--- src/rtl/parking_pkg.sv ---
// Shared encodings and constants for the ultrasonic parking-distance ranger.
package parking_pkg;

   typedef enum logic [2:0] {IDLE, TRIG, WAIT, MEAS, DONE, TOUT, HOLD} state_t;

   localparam int         US_PER_CM = 58;
   localparam logic [3:0] LEVEL_MAX = 4'd7;

   // Counter width for values 0..n-1, never narrower than one bit.
   function automatic int cw(input int n);
      return (n > 1) ? $clog2(n) : 1;
   endfunction

endpackage

--- src/rtl/us_tick_gen.sv ---
// Free-running microsecond strobe: one-cycle tick every CLK_HZ/1e6 clocks.
module us_tick_gen
   import parking_pkg::*;
#(
   parameter int CLK_HZ = 50_000_000
) (
   input  logic clk,
   input  logic rst,
   output logic tick
);

   localparam int            DIV  = CLK_HZ / 1_000_000;
   localparam int            CW   = cw(DIV);
   localparam logic [CW-1:0] LAST = CW'(DIV - 1);

   logic [CW-1:0] cnt;

   always_ff @(posedge clk or posedge rst) begin
      if (rst)
         cnt <= '0;
      else if (cnt == LAST)
         cnt <= '0;
      else
         cnt <= cnt + CW'(1);
   end

   assign tick = (cnt == LAST);

endmodule

--- src/rtl/ultrasonic_distance_level.sv ---
// HC-SR04 style ranger: periodic trigger, echo width timing, and 0..7 distance zone output.
module ultrasonic_distance_level
   import parking_pkg::*;
#(
   parameter int CLK_HZ     = 50_000_000,
   parameter int TRIG_US    = 10,
   parameter int PERIOD_US  = 60000,
   parameter int TIMEOUT_US = 30000,
   parameter int ZONE_CM    = 10
) (
   input  logic       clk,
   input  logic       rst,
   input  logic       en,
   input  logic       echo,
   output logic       trig,
   output logic [3:0] level,
   output logic       valid,
   output logic       no_echo
);

   localparam int US_W  = cw(PERIOD_US);
   localparam int MT_W  = cw(TIMEOUT_US);
   localparam int SUB_W = cw(US_PER_CM);
   localparam int MOD_W = cw(ZONE_CM);
   localparam int CM_W  = cw(TIMEOUT_US / US_PER_CM + 1);

   localparam logic [US_W-1:0]  TRIG_LAST   = US_W'(TRIG_US - 1);
   localparam logic [US_W-1:0]  WAIT_LAST   = US_W'(TIMEOUT_US - 1);
   localparam logic [US_W-1:0]  PERIOD_LAST = US_W'(PERIOD_US - 1);
   localparam logic [MT_W-1:0]  MEAS_LAST   = MT_W'(TIMEOUT_US - 1);
   localparam logic [SUB_W-1:0] SUB_LAST    = SUB_W'(US_PER_CM - 1);
   localparam logic [MOD_W-1:0] MOD_LAST    = MOD_W'(ZONE_CM - 1);
   localparam logic [2:0]       ZONE_MAX    = LEVEL_MAX[2:0];

   state_t           state;
   logic             tick;
   logic             echo_m, echo_s, echo_q;
   logic             rise, fall;
   logic [US_W-1:0]  us_cnt;
   logic [MT_W-1:0]  meas_cnt;
   logic [SUB_W-1:0] cm_sub;
   logic [MOD_W-1:0] cm_mod;
   logic [CM_W-1:0]  cm;
   logic [2:0]       zone, zone_nxt;
   logic             sub_wrap, mod_wrap;

   us_tick_gen #(.CLK_HZ(CLK_HZ)) u_tick (
      .clk  (clk),
      .rst  (rst),
      .tick (tick)
   );

   always_ff @(posedge clk or posedge rst) begin
      if (rst)
         {echo_q, echo_s, echo_m} <= 3'b000;
      else
         {echo_q, echo_s, echo_m} <= {echo_s, echo_m, echo};
   end

   assign rise = echo_s & ~echo_q;
   assign fall = ~echo_s & echo_q;

   // Zone including the current tick, so a fall on a wrap tick still counts that centimetre.
   assign sub_wrap = tick && (cm_sub == SUB_LAST);
   assign mod_wrap = sub_wrap && (cm_mod == MOD_LAST);
   assign zone_nxt = (mod_wrap && (zone != ZONE_MAX)) ? zone + 3'd1 : zone;

   // valid is a one-cycle strobe with no back-pressure; level and no_echo hold until the next strobe.
   always_ff @(posedge clk or posedge rst) begin
      if (rst) begin
         state    <= IDLE;
         trig     <= 1'b0;
         level    <= LEVEL_MAX;
         valid    <= 1'b0;
         no_echo  <= 1'b0;
         us_cnt   <= '0;
         meas_cnt <= '0;
         cm_sub   <= '0;
         cm_mod   <= '0;
         cm       <= '0;
         zone     <= '0;
      end else begin
         valid <= 1'b0;
         if (tick && (state != IDLE) && (us_cnt != PERIOD_LAST))
            us_cnt <= us_cnt + US_W'(1);
         case (state)
            IDLE: begin
               if (en) begin
                  state  <= TRIG;
                  trig   <= 1'b1;
                  us_cnt <= '0;
               end
            end
            TRIG: begin
               if (tick && (us_cnt == TRIG_LAST)) begin
                  state <= WAIT;
                  trig  <= 1'b0;
               end
            end
            WAIT: begin
               if (rise) begin
                  state    <= MEAS;
                  meas_cnt <= '0;
                  cm_sub   <= '0;
                  cm_mod   <= '0;
                  cm       <= '0;
                  zone     <= '0;
               end else if (tick && (us_cnt == WAIT_LAST)) begin
                  state   <= TOUT;
                  level   <= LEVEL_MAX;
                  no_echo <= 1'b1;
                  valid   <= 1'b1;
               end
            end
            MEAS: begin
               zone <= zone_nxt;
               if (tick) begin
                  meas_cnt <= meas_cnt + MT_W'(1);
                  if (sub_wrap) begin
                     cm_sub <= '0;
                     cm     <= cm + CM_W'(1);
                     cm_mod <= mod_wrap ? '0 : cm_mod + MOD_W'(1);
                  end else begin
                     cm_sub <= cm_sub + SUB_W'(1);
                  end
               end
               if (fall) begin
                  state   <= DONE;
                  level   <= {1'b0, zone_nxt};
                  no_echo <= 1'b0;
                  valid   <= 1'b1;
               end else if (tick && (meas_cnt == MEAS_LAST)) begin
                  state   <= TOUT;
                  level   <= LEVEL_MAX;
                  no_echo <= 1'b1;
                  valid   <= 1'b1;
               end
            end
            DONE, TOUT: state <= HOLD;
            HOLD: begin
               if (tick && (us_cnt == PERIOD_LAST)) begin
                  if (en) begin
                     state  <= TRIG;
                     trig   <= 1'b1;
                     us_cnt <= '0;
                  end else begin
                     state <= IDLE;
                  end
               end
            end
            default: state <= IDLE;
         endcase
      end
   end

endmodule
--- config.mk ---
export PLATFORM = sky130hd
export DESIGN_NAME = ultrasonic_distance_level
export DESIGN_NICKNAME = d
export VERILOG_FILES = /design/src/rtl/parking_pkg.sv /design/src/rtl/us_tick_gen.sv /design/src/rtl/ultrasonic_distance_level.sv
export SDC_FILE = /design/constraint.sdc
export NUM_CORES = 1
export LEC_CHECK = 0
export ABC_AREA = 1
export BUFFER_PORTS_ARGS = -buffer_cell sky130_fd_sc_hd__buf_2
export CAP_MARGIN = 10
export CORE_ASPECT_RATIO = 1.5
export CORE_MARGIN = 2
export CORE_UTILIZATION = 50
export DETAILED_ROUTE_END_ITERATION = 7
export PLACE_DENSITY = 0.7
export SLEW_MARGIN = 10
export SYNTH_ARGS = -nofsm -noshare
export SYNTH_HDL_FRONTEND = slang
export SYNTH_SLANG_ARGS = --single-unit
--- constraint.sdc ---
create_clock -name clk -period 1.9 [get_ports clk]
set_clock_uncertainty 0.1 [all_clocks]
set_input_delay 0.095 -clock clk [delete_from_list [all_inputs] [get_ports clk]]
set_output_delay 0.095 -clock clk [all_outputs]
set_load 0.02 [all_outputs]
==> impl_metrics.sql <==
INSERT INTO impl_metrics (metric_group, metric, value, unit) VALUES
('power', 'ir_worst_vdd', '0.3766', 'mV'),
('final_layout', 'antenna_cells_inserted', '0', ''),
('logic_synthesis', 'synthesis.area_per_instance', '7.409', 'µm²'),
('clock_tree', 'h_tree_lvl_count', '3', ''),
('detailed_routing', 'route.detailed.wl_per_inst', '12.88', 'µm'),
('placement', 'gp_congestion', '0.9513', ''),
('final_layout', 'finish.utilization', '0.5961', ''),
('clock_tree', 'tritoncts', 'yes', ''),
('worst_setup_path', 'crit_required', '2.03', 'ns'),
('detailed_routing', 'detail_route.drc_violations', '0', ''),
('worst_setup_path', 'critical_path.startpoint_type', 'flip-flop', ''),
('logic_synthesis', 'synth_cell_type_count', '38', ''),
('logic_synthesis', 'synthCells', '511', ''),
('power', 'leakagePower', '2.120', 'nW'),
('worst_setup_path', 'startpoint', 'u_tick.cnt[1]', ''),
('final_layout', 'design.final.nets', '565', ''),
('final_layout', 'fillers', '697', ''),
('floorplanning', 'core-area', '0.007274', 'mm²'),
('sta', 'final.period_utilization', '0.9481', ''),
('clock_tree', 'cts_max_path_buffers', '2', ''),
('detailed_routing', 'drt_initial_violations', '166', ''),
('min_path', 'worst_hold_startpoint', 'en', ''),
('detailed_routing', 'dr.pass1.iters', '5', ''),
('logic_synthesis', 'synthSimpleGateAreaFrac', '0.3510', ''),
('sta', 'achievable-frequency', '555.1', 'MHz'),
('run', 'max_cap_violations', '0', ''),
('logic_synthesis', 'xor_xnor_share_of_the_synthesized_area', '0.03007', ''),
('worst_setup_path', 'timing.critical_path.arrival', '1.93', 'ns'),
('global_routing', 'grt_pass1_vias', '3378', ''),
('worst_setup_path', 'path_cells', 'inv_1 -> ha_2 -> nand2_2 -> nor2_4 -> buf_12 -> nand2_2 -> a21oi_4 -> buf_12 -> nand3_1 -> nand2_1 -> a21oi_1', ''),
('clock_tree', 'clock_tree.root_cell', 'sky130_fd_sc_hd__clkbuf_8', ''),
('clock_tree', 'clkSinkCount', '62', ''),
('min_path', 'hp-class', 'input pin to flip-flop', ''),
('final_layout', 'regArea', '0.001555', 'mm²'),
('worst_setup_path', 'crit-reg2reg-launch', 'u_tick.cnt[1]', ''),
('logic_synthesis', 'synth_compound_gate_area_share', '0.07766', ''),
('sta', 'fin_crit', '1.801', 'ns'),
('logic_synthesis', 'synth_edf_count', '0', ''),
('run_status', 'outcome', 'completed', ''),
('floorplanning', 'ioPinCount', '11', ''),
('logic_synthesis', 'mappedNetlistNets', '526', ''),
('detailed_routing', 'detail-route-antenna-nets', '0', ''),
('final_layout', 'area_growth_from_synthesis_to_layout', '14.54', '%'),
('logic_synthesis', 'part_of_the_yosys_area_used_for_sequential_elements', '0.4108', ''),
('logic_synthesis', 'synth_flop_cell', 'sky130_fd_sc_hd__dfrtp_1', ''),
('detailed_routing', 'postRouteWirelength', '8438', 'µm'),
('sta', 'final-max-slew-violation-count', '0', ''),
('final_layout', 'multiInputGateArea', '0.001896', 'mm²'),
('logic_synthesis', 'synth_mux_area_frac', '0', ''),
('worst_setup_path', 'worst_path_max_delay_cell', 'sky130_fd_sc_hd__dfrtp_1', ''),
('clock_tree', 'clk_latency', '0.34', 'ns'),
('global_routing', 'grt_use_met1', '0.2459', ''),
('clock_tree', 'clkSlewWorstSetupHoldPaths', '0.07', 'ns'),
('logic_synthesis', 'synth.top_cells.by_area', 'sky130_fd_sc_hd__dfrtp_1 (39%), sky130_fd_sc_hd__nand2_1 (12%), sky130_fd_sc_hd__nor2_1 (7.4%), sky130_fd_sc_hd__nand3_1 (6.5%), sky130_fd_sc_hd__inv_1 (6.2%)', ''),
('global_routing', 'grt_max_degree', '49', ''),
('worst_setup_path', 'setup.worst_path.end_class', 'flip-flop', ''),
('logic_synthesis', 'synth-seq-cells', '62', ''),
('sta', 'hold_violations', '0', ''),
('logic_synthesis', 'yosysTopAreaCellShare', '0.3900', ''),
('logic_synthesis', 'post_synth_fa_ha_maj_area_fraction', '0.03635', ''),
('floorplanning', 'die_x_extent', '75.05', 'µm'),
('power', 'power_density', '565.9', 'mW/mm²'),
('logic_synthesis', 'synth_top_family_by_area', 'simple AND/OR/NAND/NOR gates', ''),
('global_routing', 'track_usage', '0.2271', ''),
('sta', 'final.setup.worst_slack', '0.09867', 'ns'),
('global_routing', 'grt-busiest-layer', 'met2', ''),
('sta', 'setup_viol', '0', ''),
('global_routing', 'globalRouteOverflowTotal', '0', ''),
('sta', 'holdWs', '0.05199', 'ns'),
('detailed_routing', 'route.detailed.vias_per_inst', '5.043', ''),
('sta', 'rsz_0062_raised_after_global_routing', 'true', '');
-- per-layer routing --
layer,part of all wire,vias up
met5,0,-
met4,0.027,0
met3,0.025,19
met2,0.55,47
met1,0.40,1533
li1,-,1704
-- power by group --
group | total (mW) | switching [mW] | leakage (nW) | internal [mW]
logic | 0.0461 | 0.0345 | 1.26 | 0.0116
clock network | 1.08 | 0.507 | 0.0954 | 0.576
registers | 1.32 | 0.00134 | 0.768 | 1.32
-- state kept, by name, summed over array words and instances (netlist names) --
signal / cells
us_cnt: 16
meas_cnt: 15
cm_sub: 6
u_tick.cnt: 6
cm_mod: 4
level: 3
state: 3
zone: 3
echo_m: 1
echo_q: 1
echo_s: 1
no_echo: 1
trig: 1
valid: 1
-- Yosys cell counts (3+ instances only) --
library cell,count
sky130_fd_sc_hd__ha_1,11
sky130_fd_sc_hd__dfstp_2,3
sky130_fd_sc_hd__nand2_2,7
sky130_fd_sc_hd__buf_6,5
sky130_fd_sc_hd__inv_1,63
sky130_fd_sc_hd__buf_2,3
sky130_fd_sc_hd__xor2_1,12
sky130_fd_sc_hd__nand3_1,49
sky130_fd_sc_hd__o21ai_0,26
sky130_fd_sc_hd__o21a_1,4
sky130_fd_sc_hd__nor2_1,75
sky130_fd_sc_hd__nand4_1,13
sky130_fd_sc_hd__dfrtp_1,59
sky130_fd_sc_hd__nor2_2,6
sky130_fd_sc_hd__nor3_1,14
sky130_fd_sc_hd__nand2_1,116
sky130_fd_sc_hd__inv_2,4
sky130_fd_sc_hd__a21oi_1,15
-- what timing repair did --
action / CTS / global route
endpoints found under the hold margin: 29 / 0
hold buffers: 2 / 0
gates resized for setup: 0 / 6
setup buffers: 2 / 5
endpoints found under the setup margin: 2 / 21
pin swaps: 1 / 1
-- cell type report --
| cell class | instances | share of cell area |
|---|---|---|
| tap | 100 | 0.02885 |
| clock buffer | 13 | 0.03895 |
| timing repair buffer | 38 | 0.07040 |
| clock inverter | 3 | 0.004039 |
| inverter | 70 | 0.06203 |
| multi-input combinational | 369 | 0.4371 |
| sequential | 62 | 0.3586 |
-- worst max-delay path, delay by kind of cell, from the launching register on --
family	cells	cell delay, ns
and+or+nand+nor	5	0.44
DFF	1	0.38
buffers and inverters	3	0.36
AOI/OAI and AO/OA	2	0.24
adders and majority gates	1	0.17
-- path summary, 6_finish.rpt --
kind / cells after the start / slack, ns / endpoint
min: 5 / 0.05 / state[0]
max in group asynchronous: 4 / 0.91 / level[2]
max reg2reg: 11 / 0.1 / us_cnt[6]
max: 11 / 0.1 / us_cnt[6]
min reg2reg: 0 / 0.26 / echo_s
min in group asynchronous: 3 / 0.16 / us_cnt[13]
-- layout by cell type (no fill, tap or decap), drive strengths merged --
master and count:
nor2 83, o21ai 28, dfstp 3, buf 36, nand2 125, o22ai 2, clkbuf 13, xor2 12
nor3 16, clkinvlp 1, nor4 1, nand3 50, nor3b 2, dfrtp 59, a2bb2oi 1, a21oi 16
o21a 4, inv 68, nand4 13, clkinv 4, o31ai 1, xnor2 1, conb 1, or2 1
ha 11, nand3b 1, dlygate4sd3 2
-- stage by stage --
step	power [mW]	instance area, µm²	std cells
floorplan	1.377	3786	511
global placement	1.395	4045	630
detailed placement	1.395	4045	630
CTS	2.487	4279	650
global route	2.556	4337	655
finish	2.454	4337	655
-- logic make-up after synthesis --
kind of cell,count (synthesis)
AOI/OAI and AO/OA,52
other,1
DFF,62
xor gates and xnor gates,13
buffers and inverters,80
adders and majority gates,11
and+or+nand+nor,292
No activity file was read; power rests on OpenSTA's default activity.
